### config.mk
export PLATFORM = sky130hd
export DESIGN_NAME = uart_tx_core
export DESIGN_NICKNAME = d
export VERILOG_FILES = /design/src/rtl/uart_tx_pkg.sv /design/src/rtl/uart_bit_timer.sv /design/src/rtl/uart_tx_core.sv
export SDC_FILE = /design/constraint.sdc
export NUM_CORES = 1
export LEC_CHECK = 0
export ABC_AREA = 0
export CORE_ASPECT_RATIO = 0.8
export CORE_MARGIN = 3
export CORE_UTILIZATION = 50
export DETAILED_ROUTE_END_ITERATION = 12
export GPL_TIMING_DRIVEN = 0
export PLACE_DENSITY = 0.69
export SLEW_MARGIN = 40
export SYNTH_ARGS = -nofsm -noshare
export SYNTH_HDL_FRONTEND = slang
export SYNTH_SLANG_ARGS = --single-unit
### constraint.sdc
create_clock -name clk -period 3.75 [get_ports clk]
set_input_delay 0.375 -clock clk [delete_from_list [all_inputs] [get_ports clk]]
set_output_delay 0.375 -clock clk [all_outputs]
set_load 0.005 [all_outputs]
### src/rtl/uart_tx_pkg.sv
// ---------------------------------------------------------------------------
// uart_tx_pkg
// Shared definitions for the UART transmitter:
//   state_t        - frame sequencer states
//   *_LVL          - line levels for start / stop / idle
//   DATA_BITS      - payload width of one frame
//   reload_value() - bit-timer reload for a given clk_ratio (0 behaves as 1)
// Optional feature macro used by the core: UART_TX_PARITY_EN
// ---------------------------------------------------------------------------
package uart_tx_pkg;

    typedef enum logic [2:0] {
        IDLE,
        START,
        DATA,
        PARITY,
        STOP
    } state_t;

    localparam logic START_LVL = 1'b0;
    localparam logic STOP_LVL  = 1'b1;
    localparam logic IDLE_LVL  = 1'b1;
    localparam int   DATA_BITS = 8;

    // A bit lasts P cycles, so the down-counter starts at P-1 and the bit
    // ends on the cycle it reads zero. A ratio of 0 is treated as 1.
    function automatic logic [7:0] reload_value(input logic [7:0] ratio);
        return (ratio == 8'd0) ? 8'd0 : ratio - 8'd1;
    endfunction

endpackage

### src/rtl/uart_bit_timer.sv
// ---------------------------------------------------------------------------
// uart_bit_timer
// Loadable 8-bit down-counter that paces the serial bit periods.
// Ports:
//   clk        - clock
//   srst       - synchronous active-high reset (counter cleared)
//   load       - load load_value this cycle (takes priority over counting)
//   load_value - value loaded into the counter
//   tick       - high while the counter reads zero (last cycle of a bit)
// The counter holds at zero instead of wrapping.
// ---------------------------------------------------------------------------
module uart_bit_timer (
    input  logic       clk,
    input  logic       srst,
    input  logic       load,
    input  logic [7:0] load_value,
    output logic       tick
);

    logic [7:0] count_reg;

    always_ff @(posedge clk) begin
        if (srst) begin
            count_reg <= 8'd0;
        end else if (load) begin
            count_reg <= load_value;
        end else if (count_reg != 8'd0) begin
            count_reg <= count_reg - 8'd1;
        end
    end

    assign tick = (count_reg == 8'd0);

endmodule

### src/rtl/uart_tx_core.sv
// ---------------------------------------------------------------------------
// uart_tx_core
// UART transmitter, 8 data bits LSB-first, 1 or 2 stop bits, optional parity.
// Bit period is clk_ratio clock cycles (0 behaves as 1), latched per frame.
// Ports:
//   clk        - clock, all logic on posedge
//   rst        - synchronous active-high reset, aborts any frame in flight
//   enable     - transmit request, only looked at while idle
//   data       - byte to send, captured when the request is accepted
//   clk_ratio  - clock cycles per bit, captured when the request is accepted
//   tx_active  - registered, high for the whole frame including stop bit(s)
//   tx         - registered serial output, idles high
// Parameters:
//   STOP_BITS  - 1 or 2 stop bits
//   PARITY_ODD - parity sense when parity is built in (0 even, 1 odd)
// Build option: define UART_TX_PARITY_EN to insert a parity bit after the
// data bits; without it there is no parity state or parity logic.
// ---------------------------------------------------------------------------
module uart_tx_core
    import uart_tx_pkg::*;
#(
    parameter int STOP_BITS  = 1,
    parameter bit PARITY_ODD = 1'b0
) (
    input  logic       clk,
    input  logic       rst,
    input  logic       enable,
    input  logic [7:0] data,
    input  logic [7:0] clk_ratio,
    output logic       tx_active,
    output logic       tx
);

    // Index of the final stop bit; anything other than 2 behaves as 1.
    localparam logic STOP_LAST = (STOP_BITS == 2) ? 1'b1 : 1'b0;
    localparam logic [2:0] LAST_BIT = 3'(DATA_BITS - 1);

    state_t     state_reg, state_next;
    logic [7:0] shreg_reg, shreg_next;
    logic [7:0] shreg_shifted;
    logic [2:0] bit_idx_reg, bit_idx_next;
    logic       stop_idx_reg, stop_idx_next;
    logic [7:0] period_reg, period_next;
    logic       tx_reg, tx_next;
    logic       tx_active_reg, tx_active_next;
`ifdef UART_TX_PARITY_EN
    logic [7:0] data_latched_reg, data_latched_next;
`endif

    logic       timer_load;
    logic [7:0] timer_value;
    logic       timer_tick;

    uart_bit_timer u_bit_timer (
        .clk        (clk),
        .srst       (rst),
        .load       (timer_load),
        .load_value (timer_value),
        .tick       (timer_tick)
    );

    // Shift-right view of the shift register, zero filled from the top.
    genvar gi;
    generate
        for (gi = 0; gi < DATA_BITS; gi++) begin : g_shift
            if (gi == DATA_BITS - 1) begin : g_top
                assign shreg_shifted[gi] = 1'b0;
            end else begin : g_mid
                assign shreg_shifted[gi] = shreg_reg[gi + 1];
            end
        end
    endgenerate

    always_ff @(posedge clk) begin
        if (rst) begin
            state_reg        <= IDLE;
            shreg_reg        <= 8'd0;
            bit_idx_reg      <= 3'd0;
            stop_idx_reg     <= 1'b0;
            period_reg       <= 8'd0;
            tx_reg           <= IDLE_LVL;
            tx_active_reg    <= 1'b0;
`ifdef UART_TX_PARITY_EN
            data_latched_reg <= 8'd0;
`endif
        end else begin
            state_reg        <= state_next;
            shreg_reg        <= shreg_next;
            bit_idx_reg      <= bit_idx_next;
            stop_idx_reg     <= stop_idx_next;
            period_reg       <= period_next;
            tx_reg           <= tx_next;
            tx_active_reg    <= tx_active_next;
`ifdef UART_TX_PARITY_EN
            data_latched_reg <= data_latched_next;
`endif
        end
    end

    // Outputs are registered: tx_next / tx_active_next describe the line
    // level for the state being entered at this edge.
    always_comb begin
        state_next        = state_reg;
        shreg_next        = shreg_reg;
        bit_idx_next      = bit_idx_reg;
        stop_idx_next     = stop_idx_reg;
        period_next       = period_reg;
        tx_next           = tx_reg;
        tx_active_next    = tx_active_reg;
        timer_load        = 1'b0;
        timer_value       = reload_value(period_reg);
`ifdef UART_TX_PARITY_EN
        data_latched_next = data_latched_reg;
`endif

        case (state_reg)
            IDLE: begin
                tx_next        = IDLE_LVL;
                tx_active_next = 1'b0;
                if (enable) begin
                    state_next     = START;
                    shreg_next     = data;
                    period_next    = clk_ratio;
                    bit_idx_next   = 3'd0;
                    stop_idx_next  = 1'b0;
                    // period_reg is not yet valid, so reload from the port.
                    timer_load     = 1'b1;
                    timer_value    = reload_value(clk_ratio);
                    tx_next        = START_LVL;
                    tx_active_next = 1'b1;
`ifdef UART_TX_PARITY_EN
                    data_latched_next = data;
`endif
                end
            end

            START: begin
                if (timer_tick) begin
                    state_next   = DATA;
                    timer_load   = 1'b1;
                    bit_idx_next = 3'd0;
                    tx_next      = shreg_reg[0];
                    shreg_next   = shreg_shifted;
                end
            end

            DATA: begin
                if (timer_tick) begin
                    timer_load = 1'b1;
                    if (bit_idx_reg == LAST_BIT) begin
`ifdef UART_TX_PARITY_EN
                        state_next = PARITY;
                        tx_next    = (^data_latched_reg) ^ PARITY_ODD;
`else
                        state_next    = STOP;
                        stop_idx_next = 1'b0;
                        tx_next       = STOP_LVL;
`endif
                    end else begin
                        bit_idx_next = bit_idx_reg + 3'd1;
                        tx_next      = shreg_reg[0];
                        shreg_next   = shreg_shifted;
                    end
                end
            end

`ifdef UART_TX_PARITY_EN
            PARITY: begin
                if (timer_tick) begin
                    state_next    = STOP;
                    stop_idx_next = 1'b0;
                    timer_load    = 1'b1;
                    tx_next       = STOP_LVL;
                end
            end
`endif

            STOP: begin
                if (timer_tick) begin
                    if (stop_idx_reg == STOP_LAST) begin
                        state_next     = IDLE;
                        tx_next        = IDLE_LVL;
                        tx_active_next = 1'b0;
                    end else begin
                        stop_idx_next = 1'b1;
                        timer_load    = 1'b1;
                    end
                end
            end

            default: begin
                state_next     = IDLE;
                tx_next        = IDLE_LVL;
                tx_active_next = 1'b0;
            end
        endcase
    end

    assign tx        = tx_reg;
    assign tx_active = tx_active_reg;

endmodule

=== Word-level counts from Yosys, hierarchy flattened ===
Index checks and enable logic that the tools add are counted.

* Eq/ne operators: 11
* Bitwise gates (word level): 1
* Muxes and demuxes: 43
* Reduce and logical (&&, ||, !) cells: 15
* $add $sub $neg: 4

{| class="wikitable"
|+ Operators with widths
! kind !! number
|-
| $mux 8 || 10
|-
| $mux 3 || 10
|-
| $logic_not 8->1 || 3
|-
| $pmux 8 s3 || 1
|-
| $sub 8x1->8 const B || 3
|-
| $mux 1 || 16
|-
| $ne 2x2->1 const B || 7
|-
| $pmux 3 s4 || 1
|-
| $reduce_and 5->1 || 2
|-
| $pmux 1 s3 || 3
|-
| $pmux 3 s3 || 1
|-
| $reduce_bool 8->1 || 1
|-
| $eq 3x3->1 const B || 2
|-
| $reduce_and 6->1 || 1
|-
| $reduce_bool 3->1 || 2
|-
| $pmux 1 s4 || 1
|-
| $reduce_and 4->1 || 1
|-
| $add 3x1->3 const B || 1
|-
| $eq 3x1->1 const B || 1
|-
| $eq 3x2->1 const B || 1
|-
| $logic_not 3->1 || 1
|-
| $reduce_and 3->1 || 1
|-
| $reduce_and 2->1 || 1
|-
| $reduce_bool 2->1 || 1
|-
| other kinds (2) || 2
|}

* Output and inout bits: 2
* Flip-flop bits (word level): 33
* Bits of input ports: 19
* Logic and storage cells: 82

=== Logic depth before layout (Yosys ltp) ===
* Depth after elaboration: 5
* Depth in mapped cells: 9
* Mapped depth without buffers: 7

=== Cells and area by module ===
From an unflattened synthesis, not the netlist that was laid out.

* Cell total of the unflattened synthesis: 227
* Area, all modules: 2006.9 µm²

{| class="wikitable"
|+ By module, submodules not included
! module !! times used !! area each (µm²) !! cells each !! seq. area each (µm²)
|-
| uart_tx_core || 1 || 1531.5 || 174 || 480.5
|-
| uart_bit_timer || 1 || 475.5 || 53 || 160.2
|}

=== Worst setup path after synthesis ===
OpenSTA, ideal clock, no wires.

* Path type: input-to-reg
* From: in clk_ratio[4]
* To: reg u_bit_timer.count_reg[5]
* Data required time: 3628 ps
* Setup slack: 1698 ps
* Data arrival time: 1930 ps
* Stages: 4
* Setup time: 122 ps
* Buffers on the path: 0
* Path through: or4_4 > o41ai_1 > nor2_1 > o311a_1

* Word-level cells in the longest chain between the ends: 5
* Elaborated cells on any way between the ends: 6
* Classes of those cells: 1 x add/sub; 4 x mux; 1 x reduce/logical

{| class="wikitable"
|+ RTL lines
! item !! line !! RTL
|-
| start: declaration || uart_tx_core.sv:29 || <nowiki>input logic [7:0] clk_ratio,</nowiki>
|-
| $sub 8x1->8 or $logic_not 8->1 (tied branches) || uart_tx_pkg.sv:28 || <nowiki>return (ratio == 8'd0) ? 8'd0 : ratio - 8'd1;</nowiki>
|-
| $mux 8 * || uart_tx_pkg.sv:28 ||
|-
| $mux 8 * || uart_tx_core.sv:120 || <nowiki>if (enable) begin</nowiki>
|-
| $mux 8 * || uart_tx_core.sv:116 || <nowiki>case (state_reg)</nowiki>
|-
| $mux 8 * || uart_bit_timer.sv:25 || <nowiki>end else if (load) begin</nowiki>
|-
| end signal: assignment || uart_bit_timer.sv:26 || <nowiki>count_reg <= load_value;</nowiki>
|-
| end signal: assignment || uart_bit_timer.sv:28 || <nowiki>count_reg <= count_reg - 8'd1;</nowiki>
|-
| end: declaration || uart_bit_timer.sv:20 || <nowiki>logic [7:0] count_reg;</nowiki>
|}

Every way passes the cells marked *; elsewhere a longest branch is shown, timed or not.
A chain may end at the register's enable or synchronous reset.

=== Worst setup path after layout ===
* From: reg u_bit_timer.count_reg[2]
* To: reg u_bit_timer.count_reg[0]

* Word-level cells in the longest chain between the ends: 4
* Elaborated cells on any way between the ends: 7
* Classes of those cells: 4 x mux; 3 x reduce/logical

{| class="wikitable"
|+ RTL lines
! item !! line !! RTL
|-
| $logic_not 8->1 || uart_bit_timer.sv:32 || <nowiki>assign tick = (count_reg == 8'd0);</nowiki>
|-
| $mux 1 (on tied branches) || uart_tx_core.sv:179, uart_tx_core.sv:138, uart_tx_core.sv:148 ||
|-
| $pmux 1 s3 || uart_tx_core.sv:116 ||
|-
| $mux 8 or $reduce_bool 2->1 (tied branches) || - ||
|}

Parallel ways exist; a longest one is shown, timed or not.

==> results.ini <==
[worst_setup_path]
end_kind = register
arrival_ns = 2.42
critPathRequiredTime_ns = 3.91
reg2reg_depth = 6
crit_type = register to register
crit_fanout = 10
start_kind = register

[global_routing]
grt_usage_pct = 21.31
gr-total-overflow = 0
antenna_found_initial = 0
grt_pass1_wl_mm = 7.320
grt_max_degree = 11
grt_pass1_vias = 1500

[worst_hold_path]
hold_depth = 2
hold_path.class = register to register

[drt]
drt-initial-drc-count = 108
vias_per_cell = 5.621
routed_wirelength_mm = 4.527
wl_per_cell_microns = 14.42
drtAntennaViolNets = 0
vias = 1765
drt-pass1-iter-count = 4
drc = 0

[clock_tree]
htree_levels = 2
clockRootBuffer = clkbuf_8
path_clk_slew_ns = 0.07
cts-buffers-inserted = 5
cts_resized = 0
clockBufferDepth = 2
clkLatencyLatePin_ns = 0.29
cts.sinks = 32
cts_hold_buffers = 0
post_cts_buffers = 0
cts_tree = yes

[job]
drv_cap = 0

[floorplan]
die_h_microns = 61.38
die_w_microns = 75.23
row_count = 19
fp.dieArea_sq_mm = 0.004617
ios = 21
initial_utilization_pct = 53.75
coreArea_sq_mm = 0.003566

[timing]
setup_violations = 0
rsz0062_at_grt = no
min_period_over_period_pct = 60.04
max_slew_margin_pct = 49.12
fin_setup_tns_ns = 0
worst_pin_slew_ns = 0.7611
fmax_ghz = 0.4442
period_needed_ns = 2.251
drv_slew = 0
finalHoldViolations = 0
skew_ns = 0.004333

[yosys]
synth_area_per_cell_sq_um = 7.824
synth_flop_cell = dfxtp_1
syn_inst = 245
syn_nets = 272
synth_seq_area_share_pct = 33.42
ys_seq_elements = 32
ys_warn_count = 0
synth_edf_count = 0
synth-async-reset-ratio_pct = 0
synth_cell_types = 50
syn_area_sq_mm = 0.001917

[layout]
fill_cells = 326
layout_commonest_cell = nand2_1
areaGrowthSynthToFinish_pct = 18.15
nNetsFinal = 298
layout_common_cells = 37 x nand2_1, 32 x dfxtp_1, 26 x nor2_1
antenna_cells = 0
drive_above_1_share_pct = 7.721

[place]
place_congestion = 0.8821
dp_hpwl_mm = 3.394
port_buffers = 19

[pwr]
powerDensity_mw_per_mm2 = 628.1
ir_drop_mv = 0.3036
total_power_mw = 1.422
leakage_nw = 0.8830

[run_status]
status = complete, no violations

critical path, cell delays in order (launching register included):
cell and delay, ns:
dfxtp_1 0.34, or4_4 0.58, nor3b_1 0.38, buf_2 0.30, nand2_1 0.12, o311ai_0 0.34, nor2_1 0.09
report_power, final:
group	switching (mW)	internal, mW
clock network	0.124	0.150
logic	0.366	0.287
registers	0.0707	0.425
total	0.560	0.862
cell families (layout without fill, tap and decap cells):
logic type / count (synthesis) / after routing / synth area share (%)
xor gates and xnor gates: 12 / 12 / 5.483
adders and majority gates: 8 / 8 / 5.222
DFF: 32 / 32 / 33.42
AOI/OAI and AO/OA: 58 / 58 / 20.50
muxes: 5 / 5 / 2.676
and+or+nand+nor: 101 / 101 / 26.11
buffers and inverters: 29 / 56 / 6.593
final timing paths:
path | start | slack (ns) | to
hold / removal | bit_idx_reg[1] | 0.45 | bit_idx_reg[1]
setup reg to reg | u_bit_timer.count_reg[2] | 1.50 | u_bit_timer.count_reg[0]
hold reg to reg | bit_idx_reg[1] | 0.45 | bit_idx_reg[1]
setup / recovery | u_bit_timer.count_reg[2] | 1.50 | u_bit_timer.count_reg[0]
through the flow:
stage / instance area, sq um / worst slack (ns) / cells / utilization, % / hold slack [ns]
finish: 2265 / 1.499 / 314 / 63.51 / 0.4550
floorplan: 1917 / 1.698 / 245 / - / 0.4356
CTS: 2265 / 1.509 / 314 / 63.51 / 0.4575
detailed placement: 2175 / 1.281 / 306 / 60.98 / 0.4484
global placement: 2160 / 0.9710 / 306 / 60.56 / 0.4444
global route: 2265 / 1.287 / 314 / 63.51 / 0.4800
cell usage after synthesis, types with 2 or more instances:
| library cell | instances | area (sq um) |
|---|---|---|
| nor3b_1 | 5 | 37.54 |
| mux2i_1 | 4 | 40.04 |
| or4_4 | 2 | 22.52 |
| buf_2 | 2 | 10.01 |
| nor2_1 | 26 | 97.59 |
| xor2_1 | 5 | 43.79 |
| dfxtp_1 | 32 | 640.6 |
| and3_1 | 2 | 12.51 |
| buf_6 | 2 | 22.52 |
| a2111oi_0 | 2 | 17.52 |
| nor4_1 | 3 | 18.77 |
| inv_1 | 16 | 60.06 |
| a21oi_1 | 20 | 100.1 |
| xnor2_1 | 7 | 61.31 |
| nand2_1 | 37 | 138.9 |
| o311ai_0 | 2 | 17.52 |
| o21ai_0 | 6 | 30.03 |
| o41ai_1 | 2 | 17.52 |
| a311oi_1 | 7 | 61.31 |
| o22ai_1 | 4 | 25.02 |
| clkbuf_1 | 8 | 30.03 |
| nand3_1 | 4 | 20.02 |
| or3_1 | 2 | 12.51 |
| ha_1 | 8 | 100.1 |
| a31oi_1 | 3 | 18.77 |
| a211oi_1 | 2 | 15.01 |
| nor3_1 | 9 | 45.04 |
routing by layer:
| layer | vias up | part of all wire (%) | global-route usage (%) | routed length [microns] |
|---|---|---|---|---|
| met5 | - | 0 | 0 | 0 |
| met4 | 0 | 1.5 | 7.481 | 66 |
| met3 | 7 | 3.9 | 4.894 | 177 |
| met2 | 30 | 40 | 27.17 | 1805 |
| met1 | 805 | 55 | 33.99 | 2478 |
| li1 | 923 | - | - | - |
final cells by class:
class	instances	area, sq um	share of cell area [%]
multi-input cells	184	1165	51.44
flip-flops and latches	32	640.6	28.29
repair buffers	19	190.2	8.398
clock buffers	8	90.09	3.978
plain buffers	13	66.31	2.928
inverters	16	60.06	2.652
well taps	42	52.55	2.320
Note: power is estimated with default switching activity, not from simulation.
